$ cat config.mk
export PLATFORM = sky130hd
export DESIGN_NAME = mem_bus_arbiter
export DESIGN_NICKNAME = d
export VERILOG_FILES = /design/src/rtl/mem_bus_arbiter.sv
export SDC_FILE = /design/constraint.sdc
export NUM_CORES = 1
export LEC_CHECK = 0
export BUFFER_PORTS_ARGS = -buffer_cell sky130_fd_sc_hd__buf_2
export CELL_PAD_IN_SITES_DETAIL_PLACEMENT = 1
export CELL_PAD_IN_SITES_GLOBAL_PLACEMENT = 2
export CORE_MARGIN = 2
export CORE_UTILIZATION = 31
export CTS_BUF_LIST = sky130_fd_sc_hd__clkbuf_2
export DETAILED_ROUTE_END_ITERATION = 8
export PLACE_DENSITY = 0.86
export SLEW_MARGIN = 20
export SYNTH_ARGS = -nofsm -noshare
export SYNTH_HDL_FRONTEND = slang
export SYNTH_SLANG_ARGS = --single-unit
$ cat constraint.sdc
create_clock -name clk -period 4.75 [get_ports clk]
set_input_delay 0.475 -clock clk [delete_from_list [all_inputs] [get_ports clk]]
set_output_delay 0.475 -clock clk [all_outputs]
set_load 0.01 [all_outputs]
$ cat src/rtl/mem_bus_arbiter.sv
// Serializes instruction-fetch and data-port requests onto one SRAM-style bus.
// Data has priority; a starvation limit forces a fetch, and a timeout aborts a hung slave.
module mem_bus_arbiter #(
  parameter int unsigned TIMEOUT    = 16,
  parameter int unsigned STARVE_LIM = 4
) (
  input  logic        clk,
  input  logic        rst,
  input  logic        inst_req_i,
  input  logic [31:0] inst_addr_i,
  output logic [31:0] inst_rdata_o,
  output logic        inst_ack_o,
  input  logic        data_req_i,
  input  logic        data_we_i,
  input  logic [3:0]  data_sel_i,
  input  logic [31:0] data_addr_i,
  input  logic [31:0] data_wdata_i,
  output logic [31:0] data_rdata_o,
  output logic        data_ack_o,
  output logic        bus_req_o,
  output logic        bus_we_o,
  output logic [3:0]  bus_sel_o,
  output logic [31:0] bus_addr_o,
  output logic [31:0] bus_wdata_o,
  input  logic [31:0] bus_rdata_i,
  input  logic        bus_ack_i,
  output logic        stall_if_o,
  output logic        stall_mem_o,
  output logic        bus_err_o
);

  localparam int unsigned TW = $clog2(TIMEOUT);
  localparam int unsigned SW = $clog2(STARVE_LIM + 1);

  typedef enum logic [1:0] {StIdle, StBus, StResp} state_e;

  state_e        state_q, state_d;
  logic          grant_data_q, grant_data_d;
  logic [TW-1:0] tcnt_q, tcnt_d;
  logic [SW-1:0] starve_q, starve_d;
  logic          bus_req_q, bus_req_d;
  logic          bus_we_q, bus_we_d;
  logic [3:0]    bus_sel_q, bus_sel_d;
  logic [31:0]   bus_addr_q, bus_addr_d;
  logic [31:0]   bus_wdata_q, bus_wdata_d;
  logic          inst_ack_q, inst_ack_d;
  logic          data_ack_q, data_ack_d;
  logic [31:0]   inst_rdata_q, inst_rdata_d;
  logic [31:0]   data_rdata_q, data_rdata_d;
  logic          bus_err_q, bus_err_d;

  logic          finish;
  logic          err;
  logic [31:0]   rdata;

  always_comb begin
    state_d      = state_q;
    grant_data_d = grant_data_q;
    tcnt_d       = tcnt_q;
    starve_d     = starve_q;
    bus_req_d    = bus_req_q;
    bus_we_d     = bus_we_q;
    bus_sel_d    = bus_sel_q;
    bus_addr_d   = bus_addr_q;
    bus_wdata_d  = bus_wdata_q;
    inst_ack_d   = 1'b0;
    data_ack_d   = 1'b0;
    inst_rdata_d = '0;
    data_rdata_d = '0;
    bus_err_d    = 1'b0;
    finish       = 1'b0;
    err          = 1'b0;
    rdata        = '0;

    unique case (state_q)
      StIdle: begin
        if (!inst_req_i) starve_d = '0;
        if (data_req_i && ((starve_q < SW'(STARVE_LIM)) || !inst_req_i)) begin
          state_d      = StBus;
          grant_data_d = 1'b1;
          tcnt_d       = '0;
          bus_req_d    = 1'b1;
          bus_we_d     = data_we_i;
          bus_sel_d    = data_sel_i;
          bus_addr_d   = data_addr_i;
          bus_wdata_d  = data_wdata_i;
          if (inst_req_i && (starve_q < SW'(STARVE_LIM))) starve_d = starve_q + SW'(1);
        end else if (inst_req_i) begin
          state_d      = StBus;
          grant_data_d = 1'b0;
          tcnt_d       = '0;
          starve_d     = '0;
          bus_req_d    = 1'b1;
          bus_we_d     = 1'b0;
          bus_sel_d    = 4'hF;
          bus_addr_d   = inst_addr_i;
          bus_wdata_d  = '0;
        end
      end
      StBus: begin
        if (bus_ack_i) begin
          finish = 1'b1;
          rdata  = bus_we_q ? 32'h0 : bus_rdata_i;
        end else if (tcnt_q == TW'(TIMEOUT - 1)) begin
          finish = 1'b1;
          err    = 1'b1;
        end else begin
          tcnt_d = tcnt_q + TW'(1);
        end
        if (finish) begin
          state_d     = StResp;
          bus_req_d   = 1'b0;
          bus_we_d    = 1'b0;
          bus_sel_d   = '0;
          bus_addr_d  = '0;
          bus_wdata_d = '0;
          bus_err_d   = err;
          if (grant_data_q) begin
            data_ack_d   = 1'b1;
            data_rdata_d = rdata;
          end else begin
            inst_ack_d   = 1'b1;
            inst_rdata_d = rdata;
          end
        end
      end
      StResp:  state_d = StIdle;
      default: state_d = StIdle;
    endcase
  end

  always_ff @(posedge clk or negedge rst) begin
    if (!rst) begin
      state_q      <= StIdle;
      grant_data_q <= 1'b0;
      tcnt_q       <= '0;
      starve_q     <= '0;
      bus_req_q    <= 1'b0;
      bus_we_q     <= 1'b0;
      bus_sel_q    <= '0;
      bus_addr_q   <= '0;
      bus_wdata_q  <= '0;
      inst_ack_q   <= 1'b0;
      data_ack_q   <= 1'b0;
      inst_rdata_q <= '0;
      data_rdata_q <= '0;
      bus_err_q    <= 1'b0;
    end else begin
      state_q      <= state_d;
      grant_data_q <= grant_data_d;
      tcnt_q       <= tcnt_d;
      starve_q     <= starve_d;
      bus_req_q    <= bus_req_d;
      bus_we_q     <= bus_we_d;
      bus_sel_q    <= bus_sel_d;
      bus_addr_q   <= bus_addr_d;
      bus_wdata_q  <= bus_wdata_d;
      inst_ack_q   <= inst_ack_d;
      data_ack_q   <= data_ack_d;
      inst_rdata_q <= inst_rdata_d;
      data_rdata_q <= data_rdata_d;
      bus_err_q    <= bus_err_d;
    end
  end

  assign bus_req_o    = bus_req_q;
  assign bus_we_o     = bus_we_q;
  assign bus_sel_o    = bus_sel_q;
  assign bus_addr_o   = bus_addr_q;
  assign bus_wdata_o  = bus_wdata_q;
  assign inst_ack_o   = inst_ack_q;
  assign data_ack_o   = data_ack_q;
  assign inst_rdata_o = inst_rdata_q;
  assign data_rdata_o = data_rdata_q;
  assign bus_err_o    = bus_err_q;
  assign stall_if_o   = inst_req_i & ~inst_ack_q;
  assign stall_mem_o  = data_req_i & ~data_ack_q;

endmodule

### After elaboration in Yosys (flattened, before gate mapping)

Cells that the tools add are included.

* RAM bits: 0
* memories: 0
* logic and storage cells: 90
* output and inout port bits: 139
* input bits: 138
* latch bits: 0
* ROM bits: 0
* flip-flop bits (word level): 147

* reductions and logical operators: 11
* divide/modulo/power cells: 0
* shift operators: 0
* equal/unequal tests: 6
* $mul: 0
* $add $sub $neg: 2
* order comparisons: 1
* bitwise operators: 4
* muxes and demuxes: 52

Operator list (count)
* $mux W32: 13
* $pmux W32 S2: 2
* $mux W4: 7
* $mux W1: 18
* $pmux W4 S2: 2
* $mux W3: 4
* $mux W2: 3
* $ne A2 B2 Y1 const B: 3
* $add A4 B1 Y4 const B: 1
* $eq A4 B4 Y1 const B: 1
* $pmux W1 S2: 2
* $pmux W2 S2: 1
* $reduce_and A2 Y1: 2
* $reduce_and A4 Y1: 1
* $reduce_bool A2 Y1: 2
* $add A3 B1 Y3 const B: 1
* $lt A3 B3 Y1 const B: 1
* $ne A3 B3 Y1 const B: 1
* $reduce_and A3 Y1: 1
* $and A1 B1 Y1: 2
* $eq A2 B1 Y1 const B: 1
* $logic_and A1 B1 Y1: 2
* $logic_not A2 Y1: 1
* $not A1 Y1: 2
* 2 further kinds: 2

### Logic depth before layout (Yosys ltp)

* word-level depth: 6
* mapped depth: 7
* gate-level depth less buffers: 5

### Worst setup path after synthesis

Ideal clock, no wire load.

* kind: register to register
* start: register tcnt_q[0]
* end: register bus_addr_q[21] (netlist: bus_addr_o[21])
* arrival time: 1472 ps
* data required time: 4618 ps
* setup slack: 3146 ps
* cell stages (with the launch flop): 8
* cell sequence: dfrtp_1 ha_1 a31oi_4 a211o_4 buf_6 buf_6 nand2_1 o21ai_1

* cells in the longest elaborated chain, start to end: 6

RTL lines
* from (decl): RTL line 39 `logic [TW-1:0] tcnt_q, tcnt_d;`
* from (signal assigned): RTL line 151 `tcnt_q <= tcnt_d;`
* $eq A4 B4 Y1: RTL line 104 `end else if (tcnt_q == TW'(TIMEOUT - 1)) begin`
* $mux W1: RTL line 104
* $mux W1: RTL line 101 `if (bus_ack_i) begin`
* $mux W1: RTL line 75 `unique case (state_q)`
* $ne A2 B2 Y1 (no source line)
* $reduce_and A3 Y1 (no source line)
* to (signal assigned): RTL line 156 `bus_addr_q <= bus_addr_d;`
* to (decl): RTL line 44 `logic [31:0] bus_addr_q, bus_addr_d;`

No other way between the ends. The select of a mux whose other input is x is not followed.
A chain may end at the register's enable or synchronous reset.

### Worst setup path after layout

* start: register starve_q[2]
* end: register bus_wdata_q[4] (netlist: bus_wdata_o[4])

* cells in the longest elaborated chain, start to end: 5
* elaborated cells between the ends (all ways): 7
* classes of those cells: 1 x order compare; 1 x eq/ne; 2 x mux; 3 x reduce/logical

RTL lines
* from (decl): RTL line 40 `logic [SW-1:0] starve_q, starve_d;`
* from (signal assigned): RTL line 152 `starve_q <= starve_d;`
* $lt A3 B3 Y1 *: RTL line 78 `if (data_req_i && ((starve_q < SW'(STARVE_LIM)) || !inst_req_i)) begin`
* $logic_or A1 B1 Y1 *: RTL line 78
* $logic_and A1 B1 Y1 *: RTL line 78
* $ne A3 B3 Y1 (no source line) / $mux W32 (equally long branches)
* $reduce_and A3 Y1 (no source line) / $pmux W32 S2 (equally long branches)
* to (signal assigned): RTL line 157 `bus_wdata_q <= bus_wdata_d;`
* to (decl): RTL line 45 `logic [31:0] bus_wdata_q, bus_wdata_d;`

Every way passes the cells marked *; elsewhere a longest branch is shown, timed or not.

==> impl_metrics.toml <==
[global_route]
grt_pass1_vias = 5877
grt_max_degree = 106
grt_use_met1_pct = 23.9
grt_antenna_before_repair = 0
grt_overflow_total = 0
grt_use_met3_pct = 7.22
grt_use_total_pct = 21.1
top_usage_layer = "met2"
use_met2_pct = 37.1
grt_pass1_wl_um = 32200

[sta]
holdWs_ps = 101
fin_worst_skew_ps = 39.4
max_freq_mhz = 410
relSlewSlack_pct = 28.2
worst_pin_slew_ps = 1070
finalWorstSetupSlack_ps = 2310
fin_tns_setup_ps = 0
setup_viol = 0
timing.final.crit_share_pct = 51.4
drv_slew = 0
grt_setup_unrepaired = "false"
timing_hold_violations_final = 0
finalWorstPathRequiredPeriod_ps = 2440

[clock_tree]
ctsHtreeMaxLevel = 4
clk_pin_slew_worst_paths_ps = 230
clock-root-buffer = "clkbuf_2"
clock_sinks = 147
cts_resized = 0
cts_buffer_depth = 2
clkLatencyLatePin_ps = 690
cts_tree = "built"
cts_made_buffers = 17

[routing]
routedWlPerCell_um = 18.6
ant_nets = 0
finalWirelength_um = 20000
remaining_drc_errors = 0
first_iter_violations = 148
avgViaCountPerCell = 4.80
first_pass_iters = 5
vias = 5160

[floorplanning]
rows = 49
dieArea_mm2 = 0.0192
die_h_um = 139
start_util_pct = 31.4
pin_count = 277
die_x_um = 139
core_mm2 = 0.0179

[pwr]
swShare_pct = 39.7
power.internal_w = 0.00246
p_clk_share_pct = 18.5
power_w = 0.00407
peakVddDrop_v = 0.000252
p_per_area_mw_per_mm2 = 480
p_leak_nw = 4.79
power_frac_comb_pct = 37.2
seqPwrFrac_pct = 44.2
p_sw_w = 0.00161

[synthesis]
synth-edff-count = 0
syn_avg_cell_area_um2 = 12.2
yosys.area.top_type = "dfrtp_1"
synth.net_count = 599
synth_top_area_share_pct = 65.4
ys.flop_type = "dfrtp_1"
synth_seq_cells = 147
ys_warn_count = 0
synthDistinctLibCells = 31
synth_area_mm2 = 0.00562
synth-async-reset-ratio_pct = 100
synth.top_cells.by_area = "dfrtp_1, and3_1, a22o_1, nand2_1, o21ai_1"
synthCells = 459
seq_area_frac_synth_pct = 65.4
synthTopCellsByCount = "dfrtp_1, and3_1, nand2_1"
synth_most_common_cell = "dfrtp_1"

[worst_hold_path]
holdPathStages = 3
hp-class = "input pin to flop"
hp-start = "inst_addr_i[27]"
min_delay_worst_endpoint = "bus_addr_o[27]$_DFFE_PN0P_"

[critical_path]
reg2reg_depth = 5
criticalPathCategory = "flop to flop"
arrival_ps = 3040
rrSetupSlack_ps = 2310
cp-start-kind = "flop"
r2r-start = "starve_q[2]$_DFFE_PN0P_"
crit_fanout = 31
critPathCaptureType = "flop"
required_ps = 5350
rr_endpoint = "bus_wdata_o[4]$_DFFE_PN0P_"

[place]
dp.cells = 933
dp_slack_ps = 2200
numPortBuffers = 276
dp_hpwl_um = 12400
gp_congestion = 0.843

[run_status]
status = "complete, no violations"

[cells_and_area]
drive_above_1_share_pct = 38.6
diodes = 0
stdcell_count = 1074
nets = 972
area_growth_pct = 50.9

[run]
cap_violations = 0
-- area by class of cell --
class	count	area, um2
Fill cell	2016	9420
Sequential cell	147	3680
Timing Repair Buffer	391	2520
Multi-Input combinational cell	273	1730
Tap cell	229	287
Clock inverter	15	169
Clock buffer	17	85.1
Inverter	2	7.51
-- worst max-delay path, cell delays in order, from the launching register on --
cell	delay (ps)
dfrtp_1	490
nand2_1	90
nand2_1	520
nor2_4	830
buf_4	250
a22o_1	180
-- worst max-delay path by stage --
stage | startpoint | end | slack [ps] | cells after the start
2_1_floorplan | tcnt_q[0]$_DFFE_PN0P_ | bus_addr_o[21]$_DFFE_PN0P_ | 3150 | 7
3_3_place_gp | inst_req_i | bus_wdata_o[11]$_DFFE_PN0P_ | 1910 | 6
6_report | starve_q[2]$_DFFE_PN0P_ | bus_wdata_o[4]$_DFFE_PN0P_ | 2310 | 5
4_1_cts | starve_q[2]$_DFFE_PN0P_ | bus_wdata_o[4]$_DFFE_PN0P_ | 2330 | 5
3_5_place_dp | inst_req_i | bus_wdata_o[4]$_DFFE_PN0P_ | 2200 | 6
5_1_grt | starve_q[2]$_DFFE_PN0P_ | bus_wdata_o[4]$_DFFE_PN0P_ | 2170 | 5
-- cell families after synthesis --
| group | count (synthesis) | synth area share (%) |
|---|---|---|
| multiplexers | 15 | 2.72 |
| AO/OA/AOI/OAI | 99 | 12.5 |
| AND/OR/NAND/NOR | 157 | 14.7 |
| flip-flops | 147 | 65.4 |
| buffers and inverters | 39 | 4.16 |
| adder cells (fa/ha/maj) | 2 | 0.445 |
-- registers in the layout, summed over array words and instances, names as in the netlist --
register and count:
bus_addr_o 32, bus_wdata_o 32, data_rdata_o 32, inst_rdata_o 32
bus_sel_o 4, tcnt_q 4, starve_q 3, state_q 2
bus_err_o 1, bus_req_o 1, bus_we_o 1, data_ack_o 1
grant_data_q 1, inst_ack_o 1
-- stage by stage --
step | instance area (um2) | utilization [%]
2_1_floorplan | 5620 | -
4_1_cts | 8470 | 47.3
3_5_place_dp | 7140 | 39.9
3_3_place_gp | 7130 | 39.8
6_report | 8480 | 47.4
5_1_grt | 8480 | 47.4
-- power groups by stage --
| stage | sequential [W] | clock (W) | combinational, W |
|---|---|---|---|
| after floorplan | 0.00195 | 0 | 0.000709 |
| after global placement | 0.00180 | 0 | 0.00139 |
| after detailed placement | 0.00181 | 0 | 0.00144 |
| after CTS | 0.00179 | 0.000790 | 0.00151 |
| after global routing | 0.00184 | 0.000854 | 0.00166 |
| final | 0.00180 | 0.000755 | 0.00152 |
-- layer usage --
layer	share of wire (%)	vias up
li1	-	2374
met1	39	2533
met2	51	214
met3	7.8	39
met4	2.7	0
met5	0	-
-- what timing repair did --
item / in CTS / in global routing
setup buffers: 0 / 0
hold buffers: 108 / 1
endpoints found under the hold margin: 232 / 1
-- placed cells by master, fill, tap and decap left out, drive strengths merged, types with 7 or more instances in the layout --
cell,Yosys,routed
mux2i,13,13
dfrtp,147,147
a22o,34,34
clkbuf,22,17
and3,80,80
a31oi,17,17
nand2,47,47
o21ai,40,40
nor2,10,10
dlygate4sd3,0,109
nand3,7,7
buf,15,282
inv,2,11
No activity file was read; power rests on OpenSTA's default activity.
